[src/rtl/sram_lb_pkg.sv]
// Shared types and width helper for the SRAM-backed line buffer.
package sram_lb_pkg;

  typedef enum logic [1:0] {
    IDLE = 2'd0,
    RD   = 2'd1,
    WR   = 2'd2,
    OUT  = 2'd3
  } lb_state_e;

  // Bits needed to index n items, never less than one.
  function automatic int width_of(input int n);
    return (n <= 1) ? 1 : $clog2(n);
  endfunction

endpackage

[src/rtl/sram_sp_model.sv]
// Generic single-port synchronous SRAM, one-cycle read latency; stands in for the foundry macro.
module sram_sp_model
  import sram_lb_pkg::*;
#(
  parameter int DEPTH  = 256,
  parameter int DATA_W = 8,
  parameter int AW     = width_of(DEPTH)
) (
  input  logic              clk,
  input  logic              en,
  input  logic              we,
  input  logic [AW-1:0]     addr,
  input  logic [DATA_W-1:0] wdata,
  output logic [DATA_W-1:0] q
);

  logic [DATA_W-1:0] mem [DEPTH];

  // Read data only updates on a read; a write leaves q untouched.
  always_ff @(posedge clk) begin
    if (en) begin
      if (we) mem[addr] <= wdata;
      else    q         <= mem[addr];
    end
  end

endmodule

[src/rtl/sram_line_buffer.sv]
// Line-buffer controller: keeps NUM_LINES-1 lines in a single-port SRAM ring and
// emits, per accepted pixel, the vertical column of NUM_LINES pixels.
module sram_line_buffer
  import sram_lb_pkg::*;
#(
  parameter int DATA_W    = 8,
  parameter int LINE_W    = 128,
  parameter int NUM_LINES = 3,
  parameter int ADDR_W    = width_of(LINE_W*(NUM_LINES-1)),
  parameter int COL_W     = width_of(LINE_W)
) (
  input  logic                        clk,
  input  logic                        reset,
  input  logic                        clr,
  input  logic                        in_valid,
  output logic                        in_ready,
  input  logic [DATA_W-1:0]           in_data,
  output logic                        out_valid,
  input  logic                        out_ready,
  output logic [DATA_W*NUM_LINES-1:0] out_col,
  output logic [COL_W-1:0]            out_col_idx,
  output logic                        out_full
);

  localparam int N     = NUM_LINES - 1;
  localparam int KW    = width_of(NUM_LINES);
  localparam int SW    = width_of(N);
  localparam int DEPTH = LINE_W * N;

  localparam logic [KW-1:0]    K_TOP  = KW'(N);
  localparam logic [SW-1:0]    S_TOP  = SW'(N - 1);
  localparam logic [COL_W-1:0] C_LAST = COL_W'(LINE_W - 1);

  lb_state_e                         state;
  logic [KW-1:0]                     k;
  logic [SW-1:0]                     wl;
  logic [COL_W-1:0]                  c;
  logic [KW-1:0]                     f;
  logic [DATA_W-1:0]                 pix;
  logic [NUM_LINES-1:0][DATA_W-1:0]  col_q;

  logic [SW-1:0]     rd_slot;
  logic [SW-1:0]     slot;
  logic [ADDR_W-1:0] addr;
  logic              mem_en;
  logic              mem_we;
  logic [DATA_W-1:0] q;
  logic              cap_en;
  logic [KW-1:0]     cap_k;

  // (wl - k) mod N via compare-and-subtract; N need not be a power of two.
  always_comb begin
    int t;
    t = int'(wl) + N - int'(k);
    if (t >= N) t = t - N;
    rd_slot = SW'(t);
  end

  always_comb begin
    slot   = (state == WR) ? wl : rd_slot;
    addr   = ADDR_W'(slot) * ADDR_W'(LINE_W) + ADDR_W'(c);
    mem_en = (state == RD) || (state == WR);
    mem_we = (state == WR);
  end

  // Q lands one cycle after its read: row k+1 while still in RD, row 1 in WR.
  always_comb begin
    cap_en = ((state == RD) && (k != K_TOP)) || (state == WR);
    cap_k  = (state == WR) ? KW'(1) : k + KW'(1);
  end

  sram_sp_model #(
    .DEPTH  (DEPTH),
    .DATA_W (DATA_W),
    .AW     (ADDR_W)
  ) u_ram (
    .clk   (clk),
    .en    (mem_en),
    .we    (mem_we),
    .addr  (addr),
    .wdata (pix),
    .q     (q)
  );

  always_ff @(posedge clk) begin
    if (reset) begin
      state       <= IDLE;
      in_ready    <= 1'b0;
      out_valid   <= 1'b0;
      k           <= '0;
      wl          <= '0;
      c           <= '0;
      f           <= '0;
      pix         <= '0;
      col_q       <= '0;
      out_col_idx <= '0;
      out_full    <= 1'b0;
    end else if (clr) begin
      // SRAM keeps stale lines; the fill count masks them out.
      state     <= IDLE;
      in_ready  <= 1'b0;
      out_valid <= 1'b0;
      k         <= '0;
      wl        <= '0;
      c         <= '0;
      f         <= '0;
    end else begin
      if (cap_en) col_q[cap_k] <= (cap_k <= f) ? q : '0;
      unique case (state)
        IDLE: begin
          in_ready <= 1'b1;
          if (in_valid && in_ready) begin
            pix      <= in_data;
            k        <= K_TOP;
            in_ready <= 1'b0;
            state    <= RD;
          end
        end
        RD: begin
          k <= k - KW'(1);
          if (k == KW'(1)) state <= WR;
        end
        WR: begin
          col_q[0]    <= pix;
          out_col_idx <= c;
          out_full    <= (f == K_TOP);
          out_valid   <= 1'b1;
          if (c == C_LAST) begin
            c  <= '0;
            wl <= (wl == S_TOP) ? '0 : wl + SW'(1);
            if (f != K_TOP) f <= f + KW'(1);
          end else begin
            c <= c + COL_W'(1);
          end
          state <= OUT;
        end
        OUT: begin
          if (out_ready) begin
            out_valid <= 1'b0;
            in_ready  <= 1'b1;
            state     <= IDLE;
          end
        end
        default: state <= IDLE;
      endcase
    end
  end

  assign out_col = col_q;

endmodule
[config.mk]
export PLATFORM = sky130hd
export DESIGN_NAME = sram_line_buffer
export DESIGN_NICKNAME = d
export VERILOG_FILES = /design/src/rtl/sram_lb_pkg.sv /design/src/rtl/sram_sp_model.sv /design/src/rtl/sram_line_buffer.sv
export SDC_FILE = /design/constraint.sdc
export NUM_CORES = 2
export LEC_CHECK = 0
export BUFFER_PORTS_ARGS = -buffer_cell sky130_fd_sc_hd__buf_4
export CELL_PAD_IN_SITES_DETAIL_PLACEMENT = 0
export CELL_PAD_IN_SITES_GLOBAL_PLACEMENT = 1
export CORE_MARGIN = 4
export CORE_UTILIZATION = 60
export DETAILED_ROUTE_END_ITERATION = 10
export GPL_ROUTABILITY_DRIVEN = 1
export HOLD_SLACK_MARGIN = 0.02
export PLACE_DENSITY_LB_ADDON = 0.3
export SETUP_SLACK_MARGIN = 0.15
export SYNTH_ARGS = -nofsm -noshare
export SYNTH_HDL_FRONTEND = slang
export SYNTH_SLANG_ARGS = --single-unit
[constraint.sdc]
create_clock -name clk -period 12.9 [get_ports clk]
set_clock_uncertainty 0.2 [all_clocks]
set_input_delay 2.58 -clock clk [delete_from_list [all_inputs] [get_ports clk]]
set_output_delay 2.58 -clock clk [all_outputs]
set_load 0.01 [all_outputs]
# Word-level counts from Yosys, hierarchy flattened
# Memory sizes are Yosys's and may differ from the RTL's. A register that Yosys moved wholly into a read port is not among the register bits.
# Cells that the tools add are included.
# word_totals
word_cells	87
mem_bits_rw	2048
out_inout_bits	34
in_bits	13
ff_bits	56
mem_count	1
# classes
mux	25
add_sub_neg	9
n_reduce_logical	22
magnitude_cmp	4
n_eq_ne	11
bitwise	2
# mem_list
name	words	word_bits	read_ports	rd_ports_with_merged_regs	wr	line	rtl
u_ram.mem	256	8	1	1	1	sram_sp_model.sv:17	logic [DATA_W-1:0] mem [DEPTH];
# op_table
op	count
two-way mux 8 bit	4
bitwise mux 24 bit	1
demux 8 bit (select 2 bit)	1
AND reduction 2 bit	8
two-way mux 2 bit	5
two-way mux 1 bit	9
AND reduction 3 bit	3
adder 8 x 7 -> 8 bit	1
!= test 2 bit, second input constant	4
one-hot mux 2 bit (4 select lines)	1
nonzero test 2 bit	4
adder 7 x 1 -> 7 bit, second input constant	1
equality test 7 bit, second input constant	1
two-way mux 7 bit	1
equality test 2 bit, second input constant	3
adder 2 x 1 -> 2 bit, second input constant	2
equality test 2 x 1 -> 1 bit, second input constant	2
greater-or-equal comparator 4 x 3 -> 1 bit, second input constant	1
one-hot mux 1 bit (2 select lines)	2
one-hot mux 2 bit (2 select lines)	1
subtractor 3 x 2 -> 4 bit	1
adder 1 x 2 -> 3 bit, second input constant	1
logical AND 1 bit	3
< comparator 2 x 3 -> 1 bit, second input constant	1
10 further kinds	12

# Logic depth before layout (Yosys ltp)
# depth
ltp_word	9
depth_mapped	13
mapped_depth_nobuf	9

# Hierarchy
# From an unflattened synthesis, not the netlist that was laid out.
# hier_totals
hier_cells	3796
hier_area_um2	80762.5
# modules_own_cells
mod	seq_area_each_um2	cells_each	area_each_um2	n_inst
sram_sp_model	61739.2	3526	78376.4	1
sram_line_buffer	1121.1	270	2386.0	1

# Least setup slack after synthesis
# Ideal clock, no wire load.
# synth_timing
kind	register to register
start	register pix[0]
end	memory u_ram.mem[0][0], data pin
required_time_ps	11841
t_arrival_ps	3413
path_stages_with_launch	1
n_path_buf	0
period_less_slack_ps	4472
setup_time_ps	859
slack_ps	8428
cell_sequence	dfxtp_1
# synth_lines
item	line	rtl
start: declaration	sram_line_buffer.sv:39	logic [DATA_W-1:0] pix;
start signal: assignment	sram_line_buffer.sv:113	pix <= in_data;
end: declaration	sram_sp_model.sv:17	
# No word-level cell before the write port.

# Final worst setup path
# layout_timing
start	register c[0]
end	register u_ram.q[1], read port of u_ram.mem, data pin
# layout_between
elab_chain_cells	1
# layout_lines
item	line	rtl
start: declaration	sram_line_buffer.sv:37	logic [COL_W-1:0] c;
start signal: assignment	sram_line_buffer.sv:133	c <= c + COL_W'(1);
adder 8 x 7 -> 8 bit	sram_line_buffer.sv:61	addr = ADDR_W'(slot) * ADDR_W'(LINE_W) + ADDR_W'(c);
end: declaration	sram_sp_model.sv:14	output logic [DATA_W-1:0] q
# No other way between the ends.
# A chain may end at the register's enable or synchronous reset.

==> results by group <==
Status
  – Status: complete, no violations

STA
  – Worst Max-Slew Pin Slew: 1.36 ns
  – Final min period: ~6 ns
  – RSZ-0062 raised after global routing: false
  – Part of the cycle the worst path needs: about 45%
  – Total negative slack: 0 ns
  – Relative slew margins: about 8.0%
  – Max-slew violation count: 0
  – Final setup vio count: 0
  – Fmax: 171 MHz
  – Fin. Hold Viols: 0

Drt
  – Routed WL: between 150 and 200 mm
  – Detailed-route via count: ~40k
  – Initial DRC Count: around 5.5k
  – First-pass DRT Iterations: 5
  – Number of remaining DRC errors: 0
  – Vias per std cell: about 6.8
  – Drt wl/cell: around 32 um
  – Remaining antenna violation count: 0

Clock tree
  – H-tree depth: 4
  – Clk sinks: 2,112
  – Reg clk slew, reported paths: 0.06 ns
  – CTS hold repair buffers: 0
  – Num CTS Buffers: 200
  – TritonCTS clock tree: built
  – Post-cts sizing count: 0
  – Setup Fix Bufs, Post-CTS: 0
  – Skew-Pair Late Insertion Delay: 0.81 ns
  – CTS max path bufs: 3
  – Clock root cell: clkbuf_16

Synthesis
  – Mapped Area: a little over 80,000 sq um
  – Yosys cell types: 40
  – Syn avg cell area: ~21 sq um
  – Synth warn: 0
  – Prevailing post-synth register cell: edfxtp_1
  – Part of the Yosys area used for sequential elements: between 70% and 80%
  – Ys async rst share: 0%
  – Share of the synthesized area in the top cell type: roughly 76%
  – Syn Nets: approximately 3.8k
  – Synth area leader: edfxtp_1
  – Seq cells post-synth: approximately 2.1k
  – EDFF count, synth: between 2k and 2.5k
  – Post-Syn Instances: 3,818
  – Most area-consuming cells after synthesis: edfxtp_1 (76%), mux4_2 (14%), a22oi_1 (2.5%)

Placement
  – Cell count after placement: about 5.4k
  – Buffers on Ports: 46
  – Final estimated routing congestion in global placement: slightly below 0.8
  – DP HPWL: slightly above 100 mm

Final layout
  – Most frequent cells in the layout: edfxtp_1 (2,056), mux4_2 (512), nor2_1 (303), a22oi_1 (264), clkbuf_16 (207)
  – Commonest non-fill, non-tap cell in the layout: edfxtp_1
  – Layout cells sized above 1: around 23%
  – Final Util: roughly 67%
  – Final non-filler cell total: 5,819
  – Layout Nets: between 3k and 4k
  – Syn-to-layout area delta: 10.4%

GRT
  – Total track usage: ~27%
  – Global-route wire length before repair: around 270 mm
  – Initial antenna violation count: 2
  – Number of global-route vias before repair: between 30k and 40k
  – Pin count of the biggest net entering global routing: slightly above 200
  – Gr ovfl total: 0

Power and ir drop
  – Peak VDD IR: 0.164 mV
  – Cell Pwr Density: about 150 nW/um^2
  – Static leakage: about 28 nW

Die
  – Core Area: between 100,000 and 150,000 sq um
  – Initial Util: 60.5%
  – Die Ht: around 380 um
  – Die area: approximately 140,000 sq um
  – Die Span X: 375 um
  – Io pins: 47
  – Core Rows: 134

Flow run
  – Max-cap check violation count: 0

Critical path
  – Critical-path maximum fanout: 49
  – Critical path arrival: around 6.1 ns
  – Crit path launch type: flop
  – R2R depth: 8
  – FF-to-FF Start: c[0]
  – Crit end category: flop
  – Reg2reg end: u_ram.q[1]
  – R2r setup slk: between 7 and 8 ns
  – CP Launch Point: c[0]
  – CP required: about 13 ns
  – Crit path capture: u_ram.q[1]
  – Critical path type: reg2reg

Hold path
  – Min-Delay Path Class: reg2reg
-- stage by stage --
step	hold slack (ns)	worst slack [ns]	cell area [sq um]	total power, mW
final	0.255	7.05	89200	13.2
after global routing	0.275	6.56	89200	13.5
after CTS	0.257	6.93	89200	13.2
after detailed placement	0.249	6.98	83000	7.66
after global placement	0.246	6.99	83000	7.66
after floorplan	0.281	8.43	80800	7.64
-- sequential cells by signal, summed over array words and instances (netlist names) --
register and count:
u_ram.mem 2048, wl 1, out_full 1, u_ram.q 8, k 2, f 2, c 7, state 2
out_col_idx 7, out_col 24, out_valid 1, pix 8, in_ready 1
-- worst min-delay path by stage --
stage,startpoint,to,depth (start not counted)
floorplan,out_col[10],out_col[10],2
global placement,out_col[18],out_col[18],2
detailed placement,out_col[13],out_col[13],2
CTS,out_col[13],out_col[13],2
global route,out_col[13],out_col[13],2
finish,out_col[13],out_col[13],2
-- where the power goes --
part	internal (mW)	total, mW	switching (mW)
clock	3.18	5.64	2.46
sequential	7.45	7.47	0.0147
combinational	0.00930	0.0504	0.0411
-- layer usage --
layer | share of wire (%) | vias to the layer above | track usage [%] | routed length [um]
met4 | 3.0 | 2 | 8.61 | 5680
li1 | - | 16100 | - | -
met2 | 49 | 2188 | 41.9 | 91500
met1 | 38 | 20700 | 39.6 | 72400
met3 | 10 | 334 | 5.87 | 19000
met5 | 0.0095 | - | 0 | 18
-- final cells by class --
type	count	area (sq um)
diodes	4	10.0
multi-input cells	1453	17000
flip-flops and latches	2112	62900
clock inverters	113	882
well taps	1768	2210
clock buffers	255	5360
repair buffers	104	881
fillers	8307	44400
inverters	10	37.5
-- cells by family (layout without fill, tap and decap cells) --
logic type / count (synthesis) / in the layout / share of synthesized area (%)
AOI/OAI and AO/OA: 474 / 474 / 3.95
other: 0 / 4 / 0
DFF: 2112 / 2112 / 77.8
and+or+nand+nor: 438 / 438 / 2.21
xor gates and xnor gates: 8 / 8 / 0.0867
adders and majority gates: 13 / 13 / 0.201
buffers and inverters: 253 / 482 / 1.42
muxes: 520 / 520 / 14.4
-- worst max-delay path, stage by stage, from the launching register on --
cell and delay, ns:
dfxtp_4 0.80, buf_4 0.87, buf_4 0.77, buf_4 0.82, mux4_2 0.60, a22oi_1 0.25
a21oi_1 0.15, o41ai_1 0.73, nand4_1 0.21
-- cells in the mapped netlist (all sizes together), types with 2 or more instances --
master / instances
edfxtp: 2056
mux4: 512
nor2: 304
a22oi: 264
a21oi: 159
clkbuf: 146
buf: 97
nand2: 64
dfxtp: 56
o41ai: 32
nand3: 27
ha: 13
a211oi: 10
inv: 10
nand4: 10
nor2b: 8
mux2i: 7
or2: 6
and3: 5
nand2b: 5
xnor2: 4
xor2: 4
and2: 3
o21ai: 3
nor3: 2
No activity file was read; power rests on OpenSTA's default activity.
